## src/rtl/alu_seq_pkg.sv

```systemverilog
// alu_seq_pkg: ALU op codes, bus source codes, sequencer state encoding
// and op decode helpers shared by the alu_seq_ctrl slice.
package alu_seq_pkg;

    localparam logic [3:0] ALU_AND = 4'h0;
    localparam logic [3:0] ALU_OR  = 4'h1;
    localparam logic [3:0] ALU_ADD = 4'h2;
    localparam logic [3:0] ALU_SUB = 4'h3;
    localparam logic [3:0] ALU_SHR = 4'h4;
    localparam logic [3:0] ALU_SHL = 4'h5;
    localparam logic [3:0] ALU_ROR = 4'h6;
    localparam logic [3:0] ALU_ROL = 4'h7;
    localparam logic [3:0] ALU_MUL = 4'h8;
    localparam logic [3:0] ALU_DIV = 4'h9;
    localparam logic [3:0] ALU_NEG = 4'hA;
    localparam logic [3:0] ALU_NOT = 4'hB;

    localparam logic [4:0] BUS_SRC_ZLO  = 5'd16;
    localparam logic [4:0] BUS_SRC_ZHI  = 5'd17;
    localparam logic [4:0] BUS_SRC_NONE = 5'd31;

    typedef enum logic [2:0] {
        ST_IDLE,
        ST_LOAD_Y,
        ST_EXEC,
        ST_WAIT,
        ST_WB_LO,
        ST_WB_HI,
        ST_ILLEGAL,
        ST_DZ_ABORT
    } state_t;

    function automatic logic is_muldiv(input logic [3:0] op);
        return (op == ALU_MUL) || (op == ALU_DIV);
    endfunction

    function automatic logic is_illegal(input logic [3:0] op);
        return op > ALU_NOT;
    endfunction

endpackage

```

## src/rtl/alu_seq_wait_cnt.sv

```systemverilog
// alu_seq_wait_cnt: 4-bit loadable down counter with zero flag,
// times the mul/div settle window of alu_seq_ctrl.
module alu_seq_wait_cnt (
    input  logic       clock,
    input  logic       clear_n,
    input  logic       i_load,
    input  logic [3:0] i_load_val,
    input  logic       i_dec,
    output logic       o_zero
);

    logic [3:0] r_cnt;

    always_ff @(posedge clock or negedge clear_n) begin
        if (!clear_n) begin
            r_cnt <= '0;
        end else if (i_load) begin
            r_cnt <= i_load_val;
        end else if (i_dec && (r_cnt != 4'd0)) begin
            r_cnt <= r_cnt - 4'd1;
        end
    end

    assign o_zero = (r_cnt == 4'd0);

endmodule

```

## src/rtl/alu_seq_ctrl.sv

```systemverilog
// alu_seq_ctrl: multi-cycle sequencer for the single-bus ALU datapath.
// Optional macro ALU_SEQ_DIVZERO_CHK_EN adds divide-by-zero abort.
module alu_seq_ctrl
    import alu_seq_pkg::*;
#(
    parameter int REG_SIZE      = 32,
    parameter int MULDIV_CYCLES = 4
) (
    input  logic       clock,
    input  logic       clear_n,
    input  logic       op_valid,
    output logic       op_ready,
    input  logic [3:0] op_code,
    input  logic [3:0] rs_sel,
    input  logic [3:0] rt_sel,
    input  logic [3:0] rd_sel,
`ifdef ALU_SEQ_DIVZERO_CHK_EN
    input  logic       bus_zero,
    output logic       div_zero,
`endif
    output logic [4:0] bus_src_sel,
    output logic       y_in,
    output logic       z_in,
    output logic [3:0] alu_ctrl,
    output logic       gpr_in,
    output logic [3:0] gpr_in_sel,
    output logic       lo_in,
    output logic       hi_in,
    output logic       done,
    output logic       illegal_op
);

    if ((MULDIV_CYCLES < 1) || (MULDIV_CYCLES > 15) || (REG_SIZE < 1)) begin : g_param_chk
        $error("alu_seq_ctrl: MULDIV_CYCLES must be 1..15");
    end

    localparam logic [3:0] LP_WAIT_INIT = 4'(MULDIV_CYCLES - 1);

    state_t     r_state;
    state_t     w_next;
    logic [3:0] r_op;
    logic [3:0] r_rs;
    logic [3:0] r_rt;
    logic [3:0] r_rd;
    logic       w_accept;
    logic       w_md;
    logic       w_cnt_load;
    logic       w_cnt_dec;
    logic       w_cnt_zero;

    assign w_accept   = op_valid && (r_state == ST_IDLE);
    assign w_md       = is_muldiv(r_op);
    assign w_cnt_load = (r_state == ST_EXEC) && w_md;
    assign w_cnt_dec  = (r_state == ST_WAIT);

    alu_seq_wait_cnt u_wait_cnt (
        .clock      (clock),
        .clear_n    (clear_n),
        .i_load     (w_cnt_load),
        .i_load_val (LP_WAIT_INIT),
        .i_dec      (w_cnt_dec),
        .o_zero     (w_cnt_zero)
    );

    always_ff @(posedge clock or negedge clear_n) begin
        if (!clear_n) begin
            r_op <= '0;
            r_rs <= '0;
            r_rt <= '0;
            r_rd <= '0;
        end else if (w_accept) begin
            r_op <= op_code;
            r_rs <= rs_sel;
            r_rt <= rt_sel;
            r_rd <= rd_sel;
        end
    end

    always_ff @(posedge clock or negedge clear_n) begin
        if (!clear_n) begin
            r_state <= ST_IDLE;
        end else begin
            r_state <= w_next;
        end
    end

    always_comb begin
        w_next = r_state;
        unique case (r_state)
            ST_IDLE: begin
                if (op_valid) begin
                    w_next = is_illegal(op_code) ? ST_ILLEGAL : ST_LOAD_Y;
                end
            end
            ST_ILLEGAL:  w_next = ST_IDLE;
            ST_LOAD_Y:   w_next = ST_EXEC;
            ST_EXEC: begin
                if (!w_md) begin
                    w_next = ST_WB_LO;
`ifdef ALU_SEQ_DIVZERO_CHK_EN
                end else if ((r_op == ALU_DIV) && bus_zero) begin
                    w_next = ST_DZ_ABORT;
`endif
                end else begin
                    w_next = ST_WAIT;
                end
            end
            ST_WAIT: begin
                if (w_cnt_zero) begin
                    w_next = ST_WB_LO;
                end
            end
            ST_WB_LO:    w_next = w_md ? ST_WB_HI : ST_IDLE;
            ST_WB_HI:    w_next = ST_IDLE;
            ST_DZ_ABORT: w_next = ST_IDLE;
            default:     w_next = ST_IDLE;
        endcase
    end

    // Moore outputs: only registered state and latched fields feed these
    always_comb begin
        op_ready    = 1'b0;
        bus_src_sel = BUS_SRC_NONE;
        y_in        = 1'b0;
        z_in        = 1'b0;
        alu_ctrl    = ALU_AND;
        gpr_in      = 1'b0;
        gpr_in_sel  = 4'd0;
        lo_in       = 1'b0;
        hi_in       = 1'b0;
        done        = 1'b0;
        illegal_op  = 1'b0;
`ifdef ALU_SEQ_DIVZERO_CHK_EN
        div_zero    = 1'b0;
`endif
        unique case (r_state)
            ST_IDLE: op_ready = 1'b1;
            ST_ILLEGAL: begin
                done       = 1'b1;
                illegal_op = 1'b1;
            end
            ST_LOAD_Y: begin
                bus_src_sel = {1'b0, r_rs};
                y_in        = 1'b1;
            end
            ST_EXEC: begin
                bus_src_sel = {1'b0, r_rt};
                alu_ctrl    = r_op;
                z_in        = !w_md;
            end
            ST_WAIT: begin
                bus_src_sel = {1'b0, r_rt};
                alu_ctrl    = r_op;
                z_in        = w_cnt_zero;
            end
            ST_WB_LO: begin
                bus_src_sel = BUS_SRC_ZLO;
                if (w_md) begin
                    lo_in = 1'b1;
                end else begin
                    gpr_in     = 1'b1;
                    gpr_in_sel = r_rd;
                    done       = 1'b1;
                end
            end
            ST_WB_HI: begin
                bus_src_sel = BUS_SRC_ZHI;
                hi_in       = 1'b1;
                done        = 1'b1;
            end
            ST_DZ_ABORT: begin
                done = 1'b1;
`ifdef ALU_SEQ_DIVZERO_CHK_EN
                div_zero = 1'b1;
`endif
            end
            default: op_ready = 1'b0;
        endcase
    end

endmodule

```

## config.mk

```make
export PLATFORM = sky130hd
export DESIGN_NAME = alu_seq_ctrl
export DESIGN_NICKNAME = d
export VERILOG_FILES = /design/src/rtl/alu_seq_pkg.sv /design/src/rtl/alu_seq_wait_cnt.sv /design/src/rtl/alu_seq_ctrl.sv
export SDC_FILE = /design/constraint.sdc
export NUM_CORES = 1
export LEC_CHECK = 0
export ABC_CLOCK_PERIOD_IN_PS = 1400
export CORE_MARGIN = 2
export CORE_UTILIZATION = 41
export DETAILED_ROUTE_END_ITERATION = 16
export PLACE_DENSITY_LB_ADDON = 0.05
export RECOVER_POWER = 50
export SYNTH_ARGS = -nofsm -noshare
export SYNTH_HDL_FRONTEND = slang
export SYNTH_SLANG_ARGS = --single-unit
```

## constraint.sdc

```tcl
create_clock -name clock -period 1.4 [get_ports clock]
set_input_delay 0.28 -clock clock [delete_from_list [all_inputs] [get_ports clock]]
set_output_delay 0.28 -clock clock [all_outputs]
set_load 0.01 [all_outputs]
```

==> flow_summary.json, run 1 <==
{
  "status": "finished with violations",
  "violations": "negative setup slack",
  "vias": 1238,
  "cts_tree": "done",
  "fin_cells": 232,
  "clock-sinks": 23,
  "grt_pass1_wl_um": 5820,
  "synth_area_leaders": "dfrtp_1, mux2_2, o21ai_0",
  "viasPerCell": 5.34,
  "drtAntennaViolNets": 0,
  "startpoint_type": "flop",
  "cts_buffers": 3,
  "cp.arrival_ns": 1.58,
  "grt-ovfl-total": 0,
  "dp.cells": 206,
  "endpoint_kind": "primary output",
  "max_freq_mhz": 537,
  "first_iter_violations": 27,
  "chipWidth_um": 59.2,
  "slew_headroom_pct": 59.4,
  "cts_max_level": 1,
  "drive_above_1_share_pct": 66.8,
  "drc": 0,
  "insertion_delay_ns": 0.32,
  "portBuffers": 39,
  "min_period_ns": 1.86,
  "ctsRootBufferMaster": "clkbuf_4",
  "die_area_mm2": 0.00351,
  "core_mm2": 0.00298,
  "nets": 220,
  "hold_path_class": "primary input to async pin",
  "synth_edf_count": 0,
  "tightest_slew_ns": 0.609,
  "final_cell_mix": "buf_6, buf_4, dfrtp_1",
  "grt_pass1_vias": 1240,
  "synth_cell_types": 38,
  "hold_violations": 0,
  "syn_area_per_cell_um2": 10.9,
  "ir_worst_vdd_mv": 1.16,
  "wl_per_cell_um": 16.4,
  "yosys.area.top_type": "dfrtp_1",
  "syn_to_final_growth_pct": 84.4,
  "synthesis.area_mm2": 0.00125,
  "hold_slack_ns": 0.478,
  "grt_use_total_pct": 21.9,
  "final_common_cell": "buf_6",
  "cts.clk_slew.worst_paths_ns": 0.14,
  "ys_seq_area_share_pct": 46.0,
  "synth_top_area_share_pct": 46.0,
  "critical_path_required_ns": 1.12,
  "ys_ff_latch": 23,
  "cts_hold_buf": 0,
  "crit_path_max_incr_delay_ns": 0.40,
  "skew_ns": 0.00988,
  "rows": 20,
  "cpMaxStageDelayCell": "dfrtp_1",
  "syn-num-nets": 135,
  "clock_path_buffers": 2,
  "die_h_um": 59.2,
  "wirelength_um": 3810,
  "syn_inst": 115,
  "diodes": 0,
  "fin_ws_ns": -0.463,
  "firstDrtPassIters": 4,
  "place_congestion": 0.813,
  "grt_max_degree": 24,
  "critPathTopFamily": "buffers and inverters",
  "finalCritPeriodShare_pct": 133,
  "worstSetupPathType": "flop to primary output",
  "critPathMaxFanout": 2,
  "path_buf_inv": 4,
  "setup_viol": 44,
  "path_cells": "buf_4, buf_6, nor3b_4, nand3_2, inv_1, buf_2",
  "maxCapViolCount": 0,
  "rsz0062_at_grt": "yes",
  "async_reset_ff_share_pct": 100,
  "start_util_pct": 42.0,
  "io_pins": 40,
  "dp_hpwl_um": 2300,
  "synth_ff_type": "dfrtp_1",
  "ys_warn_count": 0,
  "antenna_found_initial": 0,
  "power.leakage_nw": 1.06,
  "drv_slew": 0,
  "p_per_area_mw_per_mm2": 2130
}
## repair_timing
action                                  CTS  global route
resized for setup                       154            23
setup buffers                            20             6
endpoints found under the setup margin   44            44
cloned                                    0             0
pin swaps                                16             9
## metrics by stage
| step | util [%] | setup WS, ns | power (W) | setup TNS (ns) | area, um2 |
|---|---|---|---|---|---|
| after floorplan | - | -0.0503 | 0.00242 | -0.516 | 1300 |
| after global placement | 62.9 | -0.469 | 0.00346 | -13.30 | 1870 |
| after detailed placement | 62.9 | -0.531 | 0.00354 | -13.86 | 1870 |
| after CTS | 74.2 | -0.487 | 0.00463 | -14.00 | 2210 |
| after global routing | 77.4 | -0.556 | 0.00519 | -16.71 | 2300 |
| final | 77.4 | -0.463 | 0.00490 | -14.82 | 2300 |
## state kept, by name, summed over array words and instances, names as in the netlist
register          count
r_op                  4
r_rd                  4
r_rs                  4
r_rt                  4
u_wait_cnt.r_cnt      4
r_state               3
## final cells by class
class,instances,area [um2]
inverters,4,17.5
flip-flops and latches,23,578
fillers,185,673
repair buffers,86,783
multi-input cells,82,858
well taps,33,41.3
clock buffers,4,26.3
## kinds of logic (layout without fill, tap and decap cells)
kind of cell	after synthesis	after routing	share of synthesized area, %
AO/OA/AOI/OAI	23	23	11.4
adder cells (fa/ha/maj)	1	1	1.00
buffers and inverters	10	94	4.00
flip-flops	23	23	46.0
multiplexers	17	17	15.2
AND/OR/NAND/NOR	41	41	22.3
## power breakdown
part / total (W) / internal [W] / switching, W
combinational: 0.00335 / 0.00204 / 0.00130
clock: 0.000329 / 0.000112 / 0.000217
sequential: 0.00122 / 0.000990 / 0.000235
total: 0.00490 / 0.00315 / 0.00175
## worst paths after layout
kind | start | endpoint | slack, ns | depth (start not counted)
hold reg to reg | r_rs[1] | r_rs[1] | 0.53 | 1
hold / removal | clear_n | u_wait_cnt.r_cnt[3] | 0.48 | 2
min in group clock | r_rs[1] | r_rs[1] | 0.53 | 1
setup reg to reg | r_state[1] | r_op[2] | -0.38 | 7
setup / recovery | r_op[1] | lo_in | -0.46 | 6
max in group asynchronous | clear_n | r_state[1] | 0.50 | 2
## cell usage after synthesis (2+ instances only)
cell type and count:
a2bb2oi_1 2, nor2_1 3, clkbuf_1 2, nor2b_1 4
nor3b_1 4, dfrtp_1 23, buf_4 3, inv_1 4
and2_1 9, or2_2 2, nand3_1 3, and3_1 2
or3b_2 2, o21ai_0 13, mux2_2 16
## metal layers
layer	track usage [%]	wire length, um
met1	30.4	1700
met2	35.8	1980
met3	2.84	96
met4	5.84	31
met5	0	0
## worst register-to-register path: cells and delay by family (launching register included)
kind	cells	cell delay (ns)
mux	1	0.32
buf+inv	4	0.57
flops	1	0.48
simple gates	2	0.30
No activity file was read; power rests on OpenSTA's default activity.
==> run 2, diff against run 1 <==
--- a/config.mk
+++ b/config.mk
@@ -11,6 +11,8 @@
 export DETAILED_ROUTE_END_ITERATION = 16
 export PLACE_DENSITY_LB_ADDON = 0.05
 export RECOVER_POWER = 50
+export SKIP_CTS_REPAIR_TIMING = 1
 export SYNTH_ARGS = -nofsm -noshare
 export SYNTH_HDL_FRONTEND = slang
 export SYNTH_SLANG_ARGS = --single-unit
+export TNS_END_PERCENT = 100
==> run 2 against run 1 <==
Compared with the run above: the run still ends with negative setup slack left; final area shrank 5.5%; fmax fell by 2.1%; sequential cell count is the same; core utilization fell by 4.3 points; critical path depth shrank 1; hold slack lost 0.0060 ns; clock-buffer cell count unchanged; power down 6.0%; sequential power hardly changed; register-to-register slack better by 0.09 ns; highest routed layer unchanged.
==> flow_summary.json, run 2 (same netlist as run 1, synthesis figures left out) <==
{
  "drtAntennaViolNets": 0,
  "syn_to_final_growth_pct": 74.2,
  "ctsRootBufferMaster": "clkbuf_4",
  "cts_max_level": 1,
  "io_pins": 40,
  "crit_path_max_incr_delay_ns": 0.42,
  "insertion_delay_ns": 0.32,
  "critPathTopFamily": "flip-flops",
  "met3_usage_pct": 2.18,
  "finalCritPeriodShare_pct": 136,
  "grt-ovfl-total": 0,
  "cts.clk_slew.worst_paths_ns": 0.14,
  "min_period_ns": 1.90,
  "cts_tree": "done",
  "clock_path_buffers": 2,
  "grt_pass1_vias": 1111,
  "cpMaxStageDelayCell": "dfrtp_1",
  "rows": 20,
  "ir_worst_vdd_mv": 0.931,
  "grt_use_met1_pct": 24.7,
  "hold_slack_ns": 0.472,
  "startpoint_type": "flop",
  "grt_max_degree": 24,
  "core_mm2": 0.00298,
  "fin_ws_ns": -0.504,
  "regToRegStartpoint": "r_state[2]",
  "critical_path_required_ns": 1.12,
  "max_freq_mhz": 525,
  "die_area_mm2": 0.00351,
  "dp_hpwl_um": 2300,
  "chipWidth_um": 59.2,
  "start_util_pct": 42.0,
  "power.leakage_nw": 1.02,
  "drv_slew": 0,
  "path_cells": "or3b_4, o21ai_0, buf_4, a21oi_2, buf_2",
  "worstSetupPathType": "flop to primary output",
  "cts_buffers": 3,
  "r2r-end": "u_wait_cnt.r_cnt[3]",
  "die_h_um": 59.2,
  "critPathMaxFanout": 3,
  "first_iter_violations": 20,
  "place_congestion": 0.813,
  "firstDrtPassIters": 4,
  "hold_violations": 0,
  "ff2ff_path_depth": 4,
  "design_area_mm2": 0.00218,
  "drc": 0,
  "fin_tns_setup_ns": -12.78,
  "maxCapViolCount": 0,
  "grt_use_total_pct": 18.6,
  "clock-sinks": 23,
  "crit_cells": 5,
  "grt-busiest-layer": "met2",
  "p_per_area_mw_per_mm2": 2120,
  "grt_pass1_wl_um": 4930,
  "nets": 212,
  "antenna_found_initial": 0,
  "path_buf_inv": 2,
  "viasPerCell": 5.25,
  "drive_above_1_share_pct": 60.7,
  "final_cell_mix": "buf_4, buf_6, dfrtp_1",
  "wirelength_um": 3540,
  "endpoint_kind": "primary output",
  "final_common_cell": "buf_4",
  "status": "finished with violations",
  "skew_ns": 0.00725,
  "rrSetupSlack_ns": -0.29,
  "place_area_mm2": 0.00187,
  "slew_headroom_pct": 60.0,
  "diodes": 0,
  "wl_per_cell_um": 15.8,
  "nFillCells": 221,
  "cp.arrival_ns": 1.62,
  "violations": "negative setup slack",
  "hold_path_class": "primary input to async pin",
  "met2_usage_pct": 30.6,
  "portBuffers": 39,
  "rsz0062_at_grt": "yes",
  "vias": 1176,
  "setup_viol": 44,
  "tightest_slew_ns": 0.599
}
-- run 2: cell type report --
type	instances	area (um2)	area share, %
well taps	33	41.3	1.90
clock buffers	4	26.3	1.21
flip-flops and latches	23	578	26.6
inverters	4	17.5	0.805
multi-input cells	82	818	37.6
repair buffers	78	696	32.0
-- run 2: metal layers --
| metal | share of wire (%) | wire, um | vias up |
|---|---|---|---|
| li1 | - | - | 567 |
| met1 | 47 | 1650 | 586 |
| met2 | 50 | 1780 | 19 |
| met3 | 1.8 | 65 | 4 |
| met4 | 1.4 | 50 | 0 |
| met5 | 0 | 0 | - |
-- run 2: worst max path at each step --
stage / end / startpoint / slack, ns
2_1_floorplan: r_rd[2] / r_state[2] / -0.05
3_3_place_gp: z_in / u_wait_cnt.r_cnt[0] / -0.47
5_1_grt: z_in / u_wait_cnt.r_cnt[1] / -0.57
6_report: z_in / r_op[2] / -0.50
3_5_place_dp: z_in / u_wait_cnt.r_cnt[0] / -0.53
4_1_cts: z_in / u_wait_cnt.r_cnt[0] / -0.90
-- run 2: per-stage QoR --
stage	total power [W]	setup slack [ns]	cells	util [%]
2_1_floorplan	0.00242	-0.0503	115	-
3_3_place_gp	0.00346	-0.469	206	62.9
3_5_place_dp	0.00354	-0.531	206	62.9
4_1_cts	0.00387	-0.899	210	63.8
5_1_grt	0.00489	-0.574	224	73.1
6_report	0.00461	-0.504	224	73.1
-- run 2: report_power, final --
part	leakage [nW]	switching, W	internal [W]
logic	0.727	0.00117	0.00187
clock network	0.0150	0.000215	0.000112
registers	0.274	0.000249	0.000990
==> run 3, diff against run 2 <==
--- a/config.mk
+++ b/config.mk
@@ -7,7 +7,7 @@
 export LEC_CHECK = 0
 export ABC_CLOCK_PERIOD_IN_PS = 1400
 export CORE_MARGIN = 2
-export CORE_UTILIZATION = 41
+export CORE_UTILIZATION = 40
 export DETAILED_ROUTE_END_ITERATION = 16
 export PLACE_DENSITY_LB_ADDON = 0.05
 export RECOVER_POWER = 50
==> run 3 against run 2 <==
Compared with the run above: hold slack better by 0.018 ns; worst setup slack better by 0.0052 ns; final cell count grew 2.7%; the run still ends with negative setup slack left; global-route usage fell by 1.1 points; die area increased by 2.3%; largest cell class unchanged; clock-buffer cell count stayed put.
==> flow_summary.json, run 3 (same netlist as run 1, synthesis figures left out) <==
{
  "status": "finished with violations",
  "violations": "negative setup slack",
  "cp.arrival_ns": 1.62,
  "skew_ns": 0.00382,
  "diodes": 0,
  "wirelength_um": 3560,
  "grt_use_total_pct": 17.6,
  "fin_tns_setup_ns": -14.55,
  "final_common_cell": "buf_4",
  "rrSetupSlack_ns": -0.42,
  "first_iter_violations": 30,
  "r2r-end": "r_op[1]",
  "p_sw_w": 0.00163,
  "p_per_area_mw_per_mm2": 2050,
  "p_sw_share_pct": 35.1,
  "vias": 1202,
  "die_h_um": 59.9,
  "die_area_mm2": 0.00359,
  "rows": 20,
  "io_pins": 40,
  "intPower_w": 0.00302,
  "grt_pass1_wl_um": 4710,
  "final_cell_mix": "buf_4, buf_6, dfrtp_1",
  "ctsRootBufferMaster": "clkbuf_4",
  "core_mm2": 0.00300,
  "min_period_ns": 1.90,
  "setup_viol": 44,
  "worstSetupPathType": "flop to primary output",
  "maxCapViolCount": 0,
  "regToRegStartpoint": "r_state[1]",
  "design_area_mm2": 0.00227,
  "slew_headroom_pct": 59.1,
  "place_area_mm2": 0.00193,
  "finalCritPeriodShare_pct": 136,
  "place_congestion": 0.808,
  "p_seq_share_pct": 26.6,
  "nets": 218,
  "antenna_found_initial": 0,
  "grt_pass1_vias": 1037,
  "clock_path_buffers": 2,
  "endpoint_kind": "primary output",
  "dp_hpwl_um": 2240,
  "drive_above_1_share_pct": 59.9,
  "insertion_delay_ns": 0.31,
  "ff2ff_path_depth": 7,
  "wl_per_cell_um": 15.5,
  "power.leakage_nw": 1.12,
  "critPathMaxFanout": 5,
  "p_clk_share_pct": 6.8,
  "fin_cells": 230,
  "hold_slack_ns": 0.490,
  "firstDrtPassIters": 4,
  "drc": 0,
  "critical_path_required_ns": 1.12,
  "fin_ws_ns": -0.498,
  "max_freq_mhz": 527,
  "drtAntennaViolNets": 0,
  "tightest_slew_ns": 0.614,
  "hold_path_class": "primary input to async pin",
  "viasPerCell": 5.23,
  "syn_to_final_growth_pct": 81.4,
  "drv_slew": 0,
  "cts_buffers": 3,
  "dp.cells": 212,
  "grt-ovfl-total": 0,
  "chipWidth_um": 59.9,
  "hold_violations": 0,
  "start_util_pct": 41.6,
  "ir_worst_vdd_mv": 1.13,
  "cts_tree": "done",
  "pwr-share-comb_pct": 66.6,
  "cts.clk_slew.worst_paths_ns": 0.13,
  "clock-sinks": 23,
  "rsz0062_at_grt": "yes",
  "grt_max_degree": 24,
  "portBuffers": 39,
  "startpoint_type": "flop",
  "cts_max_level": 1
}
-- run 3: cell types whose count changed in the layout (fill, tap and decap cells not counted), moves of 2 or more --
cell            previous run  this run
o21ai_0                    8         5
nor3b_4                    3         1
buf_4                     24        28
buf_2                      9         7
o21ai_2                    2         5
dlymetal6s2s_1             1         4
a21boi_2                   2         0
-- run 3: worst max-delay path by stage --
| stage | startpoint | endpoint | slack, ns | depth (start not counted) |
|---|---|---|---|---|
| 6_report | r_op[1] | gpr_in_sel[1] | -0.50 | 4 |
| 2_1_floorplan | r_state[2] | r_rd[2] | -0.05 | 4 |
| 5_1_grt | r_op[1] | gpr_in_sel[3] | -0.57 | 4 |
| 3_5_place_dp | u_wait_cnt.r_cnt[0] | z_in | -0.50 | 5 |
| 3_3_place_gp | u_wait_cnt.r_cnt[0] | z_in | -0.48 | 5 |
| 4_1_cts | u_wait_cnt.r_cnt[1] | z_in | -0.86 | 5 |
-- run 3: routing by layer --
layer	vias to the layer above	global-route usage (%)	share of wire [%]
li1	582	-	-
met1	580	23.4	41
met2	36	29.7	54
met3	4	2.38	4.3
met4	0	5.08	0.81
met5	-	0	0
-- run 3: critical path, stage by stage, from the launching register on --
cell and delay, ns:
dfrtp_1 0.43, or3b_4 0.43, and3_4 0.20, and2_4 0.14
buf_6 0.11
-- run 3: power groups by stage --
| stage | Sequential [W] | Clock, W | Combinational, W |
|---|---|---|---|
| 3_3_place_gp | 0.00118 | 0 | 0.00237 |
| 2_1_floorplan | 0.00115 | 0 | 0.00127 |
| 5_1_grt | 0.00126 | 0.000355 | 0.00332 |
| 4_1_cts | 0.00119 | 0.000330 | 0.00242 |
| 6_report | 0.00124 | 0.000314 | 0.00310 |
| 3_5_place_dp | 0.00120 | 0 | 0.00241 |
-- run 3: final cells by class --
type	count	area (um2)
clock buffer	4	26.3
fill	232	736
inverter	4	15.0
multi-input combinational	82	820
sequential	23	578
tap	33	41.3
timing repair buffer	84	787
-- run 3: stage by stage --
| stage | power (W) | util, % | setup slack [ns] |
|---|---|---|---|
| after floorplan | 0.00242 | - | -0.0503 |
| after global placement | 0.00355 | 64.3 | -0.478 |
| after detailed placement | 0.00361 | 64.3 | -0.500 |
| after CTS | 0.00394 | 65.2 | -0.861 |
| after global routing | 0.00494 | 75.5 | -0.566 |
| final | 0.00465 | 75.5 | -0.498 |
==> edit, RTL diff (flow settings as in run 1) <==
Add a define of `ALU_SEQ_DIVZERO_CHK_EN`.
--- a/src/rtl/alu_seq_ctrl.sv
+++ b/src/rtl/alu_seq_ctrl.sv
@@ -1,4 +1,6 @@
 // alu_seq_ctrl: multi-cycle sequencer for the single-bus ALU datapath.
 // Optional macro ALU_SEQ_DIVZERO_CHK_EN adds divide-by-zero abort.
+`define ALU_SEQ_DIVZERO_CHK_EN
+
 module alu_seq_ctrl
     import alu_seq_pkg::*;
Interface: changed (added bus_zero and div_zero); port bits go from 40 to 42. No check against the original RTL was run, so the function may have changed too.
==> edit against run 1 <==
Critical endpoint is now z_in. Clock skew grew 0.0026 ns. Synthesized area grew 6.1%. Hold slack gained 0.0070 ns. Cell area grew 13%. Non-clock buffer count grew 18. The run still ends with setup timing left. Synthesized cell count grew 3.5%. Worst setup slack lost 0.10 ns. Total power grew 26%. Clock power shrank 6.1%. Register-to-register slack lost 0.11 ns. Maximum frequency shrank 5.3%. Sequential cell count is the same. Wire length grew 22%.
==> edit: results (changes against run 1) <==
Status -> finished with violations
Failing checks -> setup timing
Buffers outside the clock class -> 104 (+21%)
FF-to-FF path depth -> 8 (+1)
Worst R2R End -> r_rt[0]
Final worst setup slack -> -0.568 ns (-0.105 ns)
Seq/total area -> 22.3% (-2.8 points)
Met3 Use GR -> 2.56% (-0.28 points)
First-pass GRT wire length -> 6310 um (+8.4%)
Worst Skew -> 0.0125 ns (+0.00262 ns)
Drt first pass iters -> 5 (+1)
Mapped Nets -> 140 (+3.7%)
Leakage power -> 0.00119 uW (+11%)
Commonest cells in the netlist -> dfrtp_1, mux2_4, o21ai_0, and2_1, mux2_2
Place WS -> -0.617 ns (-0.0861 ns)
Fillcell total -> 174 (-5.9%)
Setup slack, reg-to-reg -> -0.49 ns (-0.11 ns)
Nets -> 241 (+9.5%)
CP top delay family -> flip-flops
Detail Placement HPWL -> 2320 um (+0.85%)
Wire per inst -> 17.6 um (+7.3%)
Multi-input combinational area share -> 36.0% (-1.2 points)
Placer congestion estimate -> 0.775 (-4.7%)
Post-synthesis sequential area ratio -> 43.4% (-2.6 points)
Total of warnings raised by yosys -> 0 (unchanged)
Synthesized area per cell -> 11.1 um^2 (+2.5%)
Post-CTS sizing -> 153 (-0.65%)
Multi-input gate area -> 936 um^2 (+9.0%)
Data arrival time of the critical path -> 1.69 ns (+0.11 ns)
Met2 Use GR -> 40.9% (+5.1 points)
GRT Overall Usage -> 23.2% (+1.3 points)
Final Hold Slack -> 0.485 ns (+0.00703 ns)
Final setup violation count -> 45 (+2.3%)
Avg Vias per Cell -> 5.21 (-2.5%)
VDD IR max -> 1300 uV (+12%)
Met2 Routed Length -> 2350 um (+18%)
#MultiIn Comb -> 84 (+2.4%)
Slew margin rel. -> 60.5% (+1.1 points)
Number of DRC markers in iteration 0 -> 51 (+89%)
Met1 usage -> 28.5% (-1.9 points)
Largest stage delay on the critical path -> 0.42 ns (+0.02 ns)
==> edit: cell types whose count changed in the layout (fill, tap and decap cells not counted), sizes merged, moves of 2 or more <==
cell,change
a2bb2oi,-2
buf,+17
mux2i,+2
nand2,+2
nand2b,-2
nor2,+2
o21ai,-3
or3b,-2
==> edit: kinds of logic (layout without fill, tap and decap cells) <==
family,after synthesis,after routing,share of synthesized area [%]
flip-flops,23,23,43.4
multiplexers,19,19,18.7
AO/OA/AOI/OAI,21,21,10.1
AND/OR/NAND/NOR,43,43,20.9
buffers and inverters,12,112,6.04
adder cells (fa/ha/maj),1,1,0.943
==> edit: through the flow <==
step | std cells | setup TNS (ns)
CTS | 256 | -14.06
global route | 263 | -17.33
detailed placement | 225 | -14.44
floorplan | 119 | -1.19
global placement | 225 | -14.02
finish | 263 | -15.47
==> edit: power by group through the flow <==
| stage | Sequential (uW) | Combinational, uW | Clock, uW |
|---|---|---|---|
| finish | 1310 | 4570 | 309 |
| global route | 1340 | 4810 | 332 |
| CTS | 1250 | 3960 | 322 |
| detailed placement | 1260 | 2860 | 0 |
| global placement | 1250 | 2810 | 0 |
| floorplan | 1200 | 1680 | 0 |
==> edit: how the worst max path moves through the flow <==
stage	slack [ns]	to	depth (start not counted)	startpoint
5_1_grt	-0.62	z_in	5	u_wait_cnt.r_cnt[0]
3_5_place_dp	-0.62	z_in	5	u_wait_cnt.r_cnt[1]
6_report	-0.57	z_in	5	u_wait_cnt.r_cnt[0]
4_1_cts	-0.56	z_in	5	u_wait_cnt.r_cnt[1]
3_3_place_gp	-0.57	z_in	5	u_wait_cnt.r_cnt[0]
2_1_floorplan	-0.10	r_op[3]	5	r_state[1]
